## config.mk

```make
export PLATFORM = sky130hd
export DESIGN_NAME = avmm_stream_write_master_flat
export DESIGN_NICKNAME = d
export VERILOG_FILES = /design/src/rtl/avmm_stream_write_master_if.sv /design/src/rtl/avmm_stream_write_master.sv /design/src/flat_wrapper.sv
export SDC_FILE = /design/constraint.sdc
export NUM_CORES = 1
export LEC_CHECK = 0
export CAP_MARGIN = 15
export CELL_PAD_IN_SITES_DETAIL_PLACEMENT = 1
export CELL_PAD_IN_SITES_GLOBAL_PLACEMENT = 2
export CORE_MARGIN = 1.5
export CORE_UTILIZATION = 48
export CTS_BUF_LIST = sky130_fd_sc_hd__clkbuf_16
export DETAILED_ROUTE_END_ITERATION = 12
export PLACE_DENSITY = 0.93
export SLEW_MARGIN = 25
export SYNTH_ARGS = -nofsm -noshare
export SYNTH_HDL_FRONTEND = slang
export SYNTH_SLANG_ARGS = --single-unit
```

## constraint.sdc

```tcl
create_clock -name clk_clk -period 4.77 [get_ports clk_clk]
set_clock_uncertainty 0.2 [all_clocks]
set_input_delay 0.954 -clock clk_clk [delete_from_list [all_inputs] [get_ports clk_clk]]
set_output_delay 0.954 -clock clk_clk [all_outputs]
set_load 0.01 [all_outputs]
```

## src/rtl/avmm_stream_write_master_if.sv

```systemverilog
// Signal bundle for avmm_stream_write_master: control, stream push side and Avalon-MM write master.
// The master modport is the block's view; slave is the view of whatever drives and observes it.
interface avmm_stream_write_master_if #(
  parameter int DATA_WIDTH = 16,
  parameter int ADDR_WIDTH = 32
);
  logic                    control_fixed_location;
  logic [ADDR_WIDTH-1:0]   control_write_base;
  logic [ADDR_WIDTH-1:0]   control_write_length;
  logic                    control_go;
  logic                    control_done;

  logic                    user_write_buffer;
  logic [DATA_WIDTH-1:0]   user_buffer_input_data;
  logic                    user_buffer_full;

  logic [ADDR_WIDTH-1:0]   master_address;
  logic                    master_write;
  logic [DATA_WIDTH/8-1:0] master_byteenable;
  logic [DATA_WIDTH-1:0]   master_writedata;
  logic                    master_waitrequest;

  modport master (
    input  control_fixed_location, control_write_base, control_write_length, control_go,
    input  user_write_buffer, user_buffer_input_data, master_waitrequest,
    output control_done, user_buffer_full,
    output master_address, master_write, master_byteenable, master_writedata
  );

  modport slave (
    output control_fixed_location, control_write_base, control_write_length, control_go,
    output user_write_buffer, user_buffer_input_data, master_waitrequest,
    input  control_done, user_buffer_full,
    input  master_address, master_write, master_byteenable, master_writedata
  );
endinterface

```

## src/rtl/avmm_stream_write_master.sv

```systemverilog
// Stream-to-memory write master: buffers pushed words in a show-ahead FIFO and writes them
// to consecutive (or one fixed) Avalon-MM addresses once a transfer is started with go.
module avmm_stream_write_master #(
  parameter int DATA_WIDTH = 16,
  parameter int ADDR_WIDTH = 32,
  parameter int FIFO_DEPTH = 32
) (
  input logic                        clk_clk,
  input logic                        reset_reset_n,
  avmm_stream_write_master_if.master bus
);

  localparam int PTR_W = $clog2(FIFO_DEPTH);

  localparam logic [0:0] STATE_IDLE = 1'b0;
  localparam logic [0:0] STATE_RUN  = 1'b1;

  localparam logic [PTR_W:0]      DEPTH_COUNT = (PTR_W + 1)'(FIFO_DEPTH);
  localparam logic [PTR_W:0]      OCC_ONE     = (PTR_W + 1)'(1);
  localparam logic [PTR_W:0]      OCC_TWO     = (PTR_W + 1)'(2);
  localparam logic [PTR_W-1:0]    PTR_ONE     = PTR_W'(1);
  localparam logic [ADDR_WIDTH-1:0] ADDR_ONE  = ADDR_WIDTH'(1);
  localparam logic [ADDR_WIDTH-1:0] ADDR_STEP = ADDR_WIDTH'(DATA_WIDTH / 8);

  logic [0:0]            state;
  logic [DATA_WIDTH-1:0] mem [FIFO_DEPTH];
  logic [PTR_W-1:0]      wr_ptr;
  logic [PTR_W-1:0]      rd_ptr;
  logic [PTR_W:0]        occupancy;
  logic [PTR_W:0]        occ_next;
  logic                  full_q;

  logic                  done_q;
  logic                  write_q;
  logic [ADDR_WIDTH-1:0] addr_q;
  logic [DATA_WIDTH-1:0] data_q;
  logic [ADDR_WIDTH-1:0] words_left;
  logic                  fixed_q;

  logic                  push;
  logic                  accept;
  logic                  load_next;
  logic [DATA_WIDTH-1:0] next_data;
  logic [ADDR_WIDTH-1:0] go_base;
  logic [ADDR_WIDTH-1:0] go_words;

  assign push     = bus.user_write_buffer && !full_q;
  assign accept   = write_q && !bus.master_waitrequest;
  assign go_base  = bus.control_write_base & ~ADDR_ONE;
  assign go_words = bus.control_write_length >> 1;

  assign bus.control_done      = done_q;
  assign bus.user_buffer_full  = full_q;
  assign bus.master_write      = write_q;
  assign bus.master_address    = addr_q;
  assign bus.master_writedata  = data_q;
  assign bus.master_byteenable = '1;

  always_comb begin
    occ_next = occupancy;
    if (push && !accept) begin
      occ_next = occupancy + OCC_ONE;
    end else if (!push && accept) begin
      occ_next = occupancy - OCC_ONE;
    end
  end

  // The word on the bus stays in the FIFO until accepted, so the follow-on word is the
  // entry behind the head; it is only presented if it was already stored before this edge.
  always_comb begin
    load_next = 1'b0;
    next_data = mem[rd_ptr];
    if (state == STATE_RUN) begin
      if (accept) begin
        if (words_left > ADDR_ONE && occupancy >= OCC_TWO) begin
          load_next = 1'b1;
          next_data = mem[rd_ptr + PTR_ONE];
        end
      end else if (!write_q && occupancy != '0) begin
        load_next = 1'b1;
      end
    end
  end

  always_ff @(posedge clk_clk) begin
    if (push) begin
      mem[wr_ptr] <= bus.user_buffer_input_data;
    end
  end

  always_ff @(posedge clk_clk or negedge reset_reset_n) begin
    if (!reset_reset_n) begin
      wr_ptr    <= '0;
      rd_ptr    <= '0;
      occupancy <= '0;
      full_q    <= 1'b0;
    end else begin
      if (push) begin
        wr_ptr <= wr_ptr + PTR_ONE;
      end
      if (accept) begin
        rd_ptr <= rd_ptr + PTR_ONE;
      end
      occupancy <= occ_next;
      full_q    <= (occ_next == DEPTH_COUNT);
    end
  end

  always_ff @(posedge clk_clk or negedge reset_reset_n) begin
    if (!reset_reset_n) begin
      state      <= STATE_IDLE;
      done_q     <= 1'b1;
      write_q    <= 1'b0;
      addr_q     <= '0;
      data_q     <= '0;
      words_left <= '0;
      fixed_q    <= 1'b0;
    end else begin
      case (state)
        STATE_IDLE: begin
          if (bus.control_go && go_words != '0) begin
            state      <= STATE_RUN;
            done_q     <= 1'b0;
            addr_q     <= go_base;
            words_left <= go_words;
            fixed_q    <= bus.control_fixed_location;
          end
        end
        STATE_RUN: begin
          if (accept) begin
            words_left <= words_left - ADDR_ONE;
            if (!fixed_q) begin
              addr_q <= addr_q + ADDR_STEP;
            end
            if (words_left == ADDR_ONE) begin
              state  <= STATE_IDLE;
              done_q <= 1'b1;
            end
          end
          if (load_next) begin
            write_q <= 1'b1;
            data_q  <= next_data;
          end else if (accept) begin
            write_q <= 1'b0;
          end
        end
        default: begin
          state   <= STATE_IDLE;
          done_q  <= 1'b1;
          write_q <= 1'b0;
        end
      endcase
    end
  end

endmodule

```

## src/flat_wrapper.sv

```systemverilog
// flat-port wrapper written by rule: the top's interface ports become plain ports
module avmm_stream_write_master_flat 
#(
  parameter int DATA_WIDTH = 16,
  parameter int ADDR_WIDTH = 32,
  parameter int FIFO_DEPTH = 32
)
  (clk_clk, reset_reset_n, bus_control_fixed_location, bus_control_write_base, bus_control_write_length, bus_control_go, bus_user_write_buffer, bus_user_buffer_input_data, bus_master_waitrequest, bus_control_done, bus_user_buffer_full, bus_master_address, bus_master_write, bus_master_byteenable, bus_master_writedata);
  avmm_stream_write_master_if #(.DATA_WIDTH(DATA_WIDTH), .ADDR_WIDTH(ADDR_WIDTH)) bus_i ();
  input logic clk_clk;
  input logic reset_reset_n;
  input wire logic [$bits(bus_i.control_fixed_location)-1:0] bus_control_fixed_location;
  input wire logic [$bits(bus_i.control_write_base)-1:0] bus_control_write_base;
  input wire logic [$bits(bus_i.control_write_length)-1:0] bus_control_write_length;
  input wire logic [$bits(bus_i.control_go)-1:0] bus_control_go;
  input wire logic [$bits(bus_i.user_write_buffer)-1:0] bus_user_write_buffer;
  input wire logic [$bits(bus_i.user_buffer_input_data)-1:0] bus_user_buffer_input_data;
  input wire logic [$bits(bus_i.master_waitrequest)-1:0] bus_master_waitrequest;
  output wire logic [$bits(bus_i.control_done)-1:0] bus_control_done;
  output wire logic [$bits(bus_i.user_buffer_full)-1:0] bus_user_buffer_full;
  output wire logic [$bits(bus_i.master_address)-1:0] bus_master_address;
  output wire logic [$bits(bus_i.master_write)-1:0] bus_master_write;
  output wire logic [$bits(bus_i.master_byteenable)-1:0] bus_master_byteenable;
  output wire logic [$bits(bus_i.master_writedata)-1:0] bus_master_writedata;
  assign bus_i.control_fixed_location = bus_control_fixed_location;
  assign bus_i.control_write_base = bus_control_write_base;
  assign bus_i.control_write_length = bus_control_write_length;
  assign bus_i.control_go = bus_control_go;
  assign bus_i.user_write_buffer = bus_user_write_buffer;
  assign bus_i.user_buffer_input_data = bus_user_buffer_input_data;
  assign bus_i.master_waitrequest = bus_master_waitrequest;
  assign bus_control_done = bus_i.control_done;
  assign bus_user_buffer_full = bus_i.user_buffer_full;
  assign bus_master_address = bus_i.master_address;
  assign bus_master_write = bus_i.master_write;
  assign bus_master_byteenable = bus_i.master_byteenable;
  assign bus_master_writedata = bus_i.master_writedata;
  avmm_stream_write_master #(.DATA_WIDTH(DATA_WIDTH), .ADDR_WIDTH(ADDR_WIDTH), .FIFO_DEPTH(FIFO_DEPTH)) u_core (.clk_clk(clk_clk), .reset_reset_n(reset_reset_n), .bus(bus_i));
endmodule
```

==> impl_metrics.toml <==
[outcome]
status = "completed"

[detailed_routing]
viasPerCell = 6.82
drt-total-wl_um = 97300
dr.first_iter.drc_count = 2235
drcViolationCount = 0
first_pass_iters = 5
avgRoutedWirePerCell_um = 31.7
antenna_left = 0
num_vias = 20900

[die]
core_um2 = 61500
die_w_um = 252
die_area_um2 = 63500
start_util_pct = 48.4
fp-row-count = 91
die_h_um = 252
top_level_ports = 139

[cells_and_area]
nNetsFinal = 2317
drive_gt1_share_pct = 20.3
fillerInstances = 5824
finish.utilization_pct = 56.2
syn2layout_area_growth_pct = 16.2
fin_area_um2 = 34500
finalNonFillerCells = 3067

[pwr]
ir_worst_vdd_uv = 514
p_per_area_nw_per_um2 = 636
power.leakage_nw = 12.1
p_total_mw = 22.0

[synth]
synth.avg_cell_area_um2 = 14.4
syn_inst = 2067
synth_edf_count = 512
synthArstFlopShare_pct = 16.3
yosysTopAreaCellShare_pct = 51.7
yosysTopAreaCell = "edfxtp_1"
yosys_warnings = 0
ys.flop_type = "edfxtp_1"
synth_area_um2 = 29700
ys_types = 72
synth.area.top_cells = "edfxtp_1 52%, mux4_2 14%, dfrtp_1 8.3%, mux2i_1 6.0%, nand2_1 2.9%"
synth-seq-area-share_pct = 60.1
ys_seq_elements = 612

[critical_path]
reg2regPathDepth = 8
crit_path_start = "u_core.rd_ptr[0]"
critical_path.cell_chain = "buf_12 > buf_4 > mux4_2 > and2_1 > a211oi_1 > a31oi_1 > nand4_1 > o211ai_1"
end_kind = "flip-flop"
critical_path_buf_inv_count = 2
cp_slowest_cell = "buf_4"
critical_path_required_ns = 5.05
crit_cells = 8
cp-endpoint = "u_core.bus.master_writedata[13]"
critPathArrivalTime_ns = 3.81
crit_family = "buffers and inverters"
cp_max_fo = 108
start_kind = "flip-flop"
reg2reg_slack_ns = 1.24
worstSetupPathType = "flip-flop to flip-flop"
r2r_end = "u_core.bus.master_writedata[13]"
reg2reg_from = "u_core.rd_ptr[0]"
cpPeakStageDelay_ns = 0.76

[placement]
place_inst = 2938
place_ws_ns = 1.03
place_congestion = 0.851
placed_area_um2 = 32400
portBuffers = 133
hpwl_um = 60200

[sta]
finalCritPeriodShare_pct = 73.9
setup_tns_ns = 0
max_freq_ghz = 0.284
rsz0062_at_grt = "false"
setup_viol = 0
hold_viol = 0
slew_violations = 0
layout_setup_ws_ns = 1.24
whs_ns = 0.253
period_needed_ns = 3.53
max-slew-margin-rel_pct = 30.2
worst_pin_slew_ns = 1.05

[grt]
grt_pass1_vias = 22300
grt_first_pass_wirelength_um = 145000
grt_max_degree = 122
antenna_found_initial = 3
grt-ovfl-total = 0
grt_usage_pct = 30.9

[cts]
path_clk_slew_ns = 0.06
cts_tree = "built"
htree_levels = 3
worstSkewPairLatency_ns = 0.63
root_buffer = "clkbuf_16"
numCtsBuffers = 69
post-cts-setup-buffers = 0
cts_sinks = 612
ctsResizeCount = 0
clockBufferDepth = 3
postCtsHoldBufs = 0

[flow_run]
max_cap_viol_count = 0

[worst_hold_path]
min_path_type = "input pin to async pin"
cells in the final DEF (no fill, tap or decap), types with 11 or more instances in the layout:
cell type        Yosys  routed
clkdlybuf4s50_1      0     116
inv_1               14      32
nand4_1             34      34
a21oi_1             46      46
mux2i_1            179     179
nor3_1              23      23
and2_1              20      20
ha_1                12      11
xnor2_1             12      11
o21ai_0             60      59
mux4_2             180     180
clkinv_2             0      15
buf_4                7      88
a22oi_1             82      82
nand2_1            228     228
nor4_1              15      15
buf_2               63      16
edfxtp_1           512     512
o22ai_1             24      24
nor2_1             101      68
nor2_2               0      32
o211ai_1            12      12
a31oi_1             22      21
nand3_1             81      81
clkbuf_16            0      72
dfrtp_1             99      95
a211oi_1            25      25
power by group:
group | internal, mW | switching (mW) | total (mW)
logic | 4.15 | 5.70 | 9.84
registers | 6.31 | 0.459 | 6.77
clock network | 3.12 | 2.25 | 5.37
total | 13.6 | 8.40 | 22.0
logic make-up (layout without fill, tap and decap cells):
logic type                 after synthesis  in the layout  synth area share [%]
buffers and inverters                  162            370                  2.47
xor gates and xnor gates                17             17                 0.501
and+or+nand+nor                        574            574                  9.22
other                                    2              4                0.0252
muxes                                  359            359                  19.7
DFF                                    612            612                  60.1
AOI/OAI and AO/OA                      329            329                  7.52
adders and majority gates               12             12                 0.505
state kept, by name (all words and copies together) (netlist names), 5 cells and up:
name	count
u_core.rd_ptr	5
u_core.wr_ptr	5
u_core.occupancy	6
u_core.mem	512
u_core.words_left	32
u_core.bus.master_address	31
u_core.bus.master_writedata	16
worst min-delay path by stage:
stage                                          to  slack (ns)  depth (start not counted)
floorplan                     u_core.occupancy[5]        0.24                          1
global placement              u_core.occupancy[5]        0.27                          1
detailed placement            u_core.occupancy[5]        0.29                          1
CTS                 u_core.bus.master_address[26]        0.26                          1
global route        u_core.bus.master_address[26]        0.31                          1
finish              u_core.bus.master_address[26]        0.25                          1
Yosys cell counts (4+ instances only):
cell type / count
o211ai_1: 12
edfxtp_1: 512
nor2_1: 101
a311oi_1: 5
mux2i_1: 179
ha_1: 12
and2_1: 20
or3_1: 8
nand3b_1: 6
nand3_1: 81
mux4_2: 180
a211oi_1: 25
xnor2_1: 12
nor4_1: 15
inv_1: 14
a22oi_1: 82
or4_1: 8
xor2_1: 5
o221a_2: 6
o21a_1: 5
nor2b_1: 9
nand4_1: 34
dfrtp_1: 99
nand2_1: 228
and3_1: 9
nor3_1: 23
o21ai_0: 60
a41oi_1: 4
nand2b_1: 6
clkbuf_1: 56
and4_1: 4
a221o_1: 5
o32ai_1: 8
a31oi_1: 22
buf_4: 7
a21oi_1: 46
o22a_1: 4
buf_2: 63
buf_1: 18
o22ai_1: 24
layer usage:
layer	up-vias	share of wire [%]	global-route usage [%]
li1	8542	-	-
met1	10800	37	38.1
met2	1243	50	51.6
met3	299	8.6	6.15
met4	0	5.3	16.2
met5	-	0	0
cell type report:
class                      count  area [um2]  area share [%]
sequential                   612       17900            51.8
multi-input combinational   1294       11300            32.7
timing repair buffer         227        2040            5.91
clock buffer                  72        1800            5.21
tap                          790         988            2.86
clock inverter                56         453            1.31
inverter                      15        56.3           0.163
antenna                        1        2.50         0.00724
Note: power is estimated with default switching activity, not from simulation.
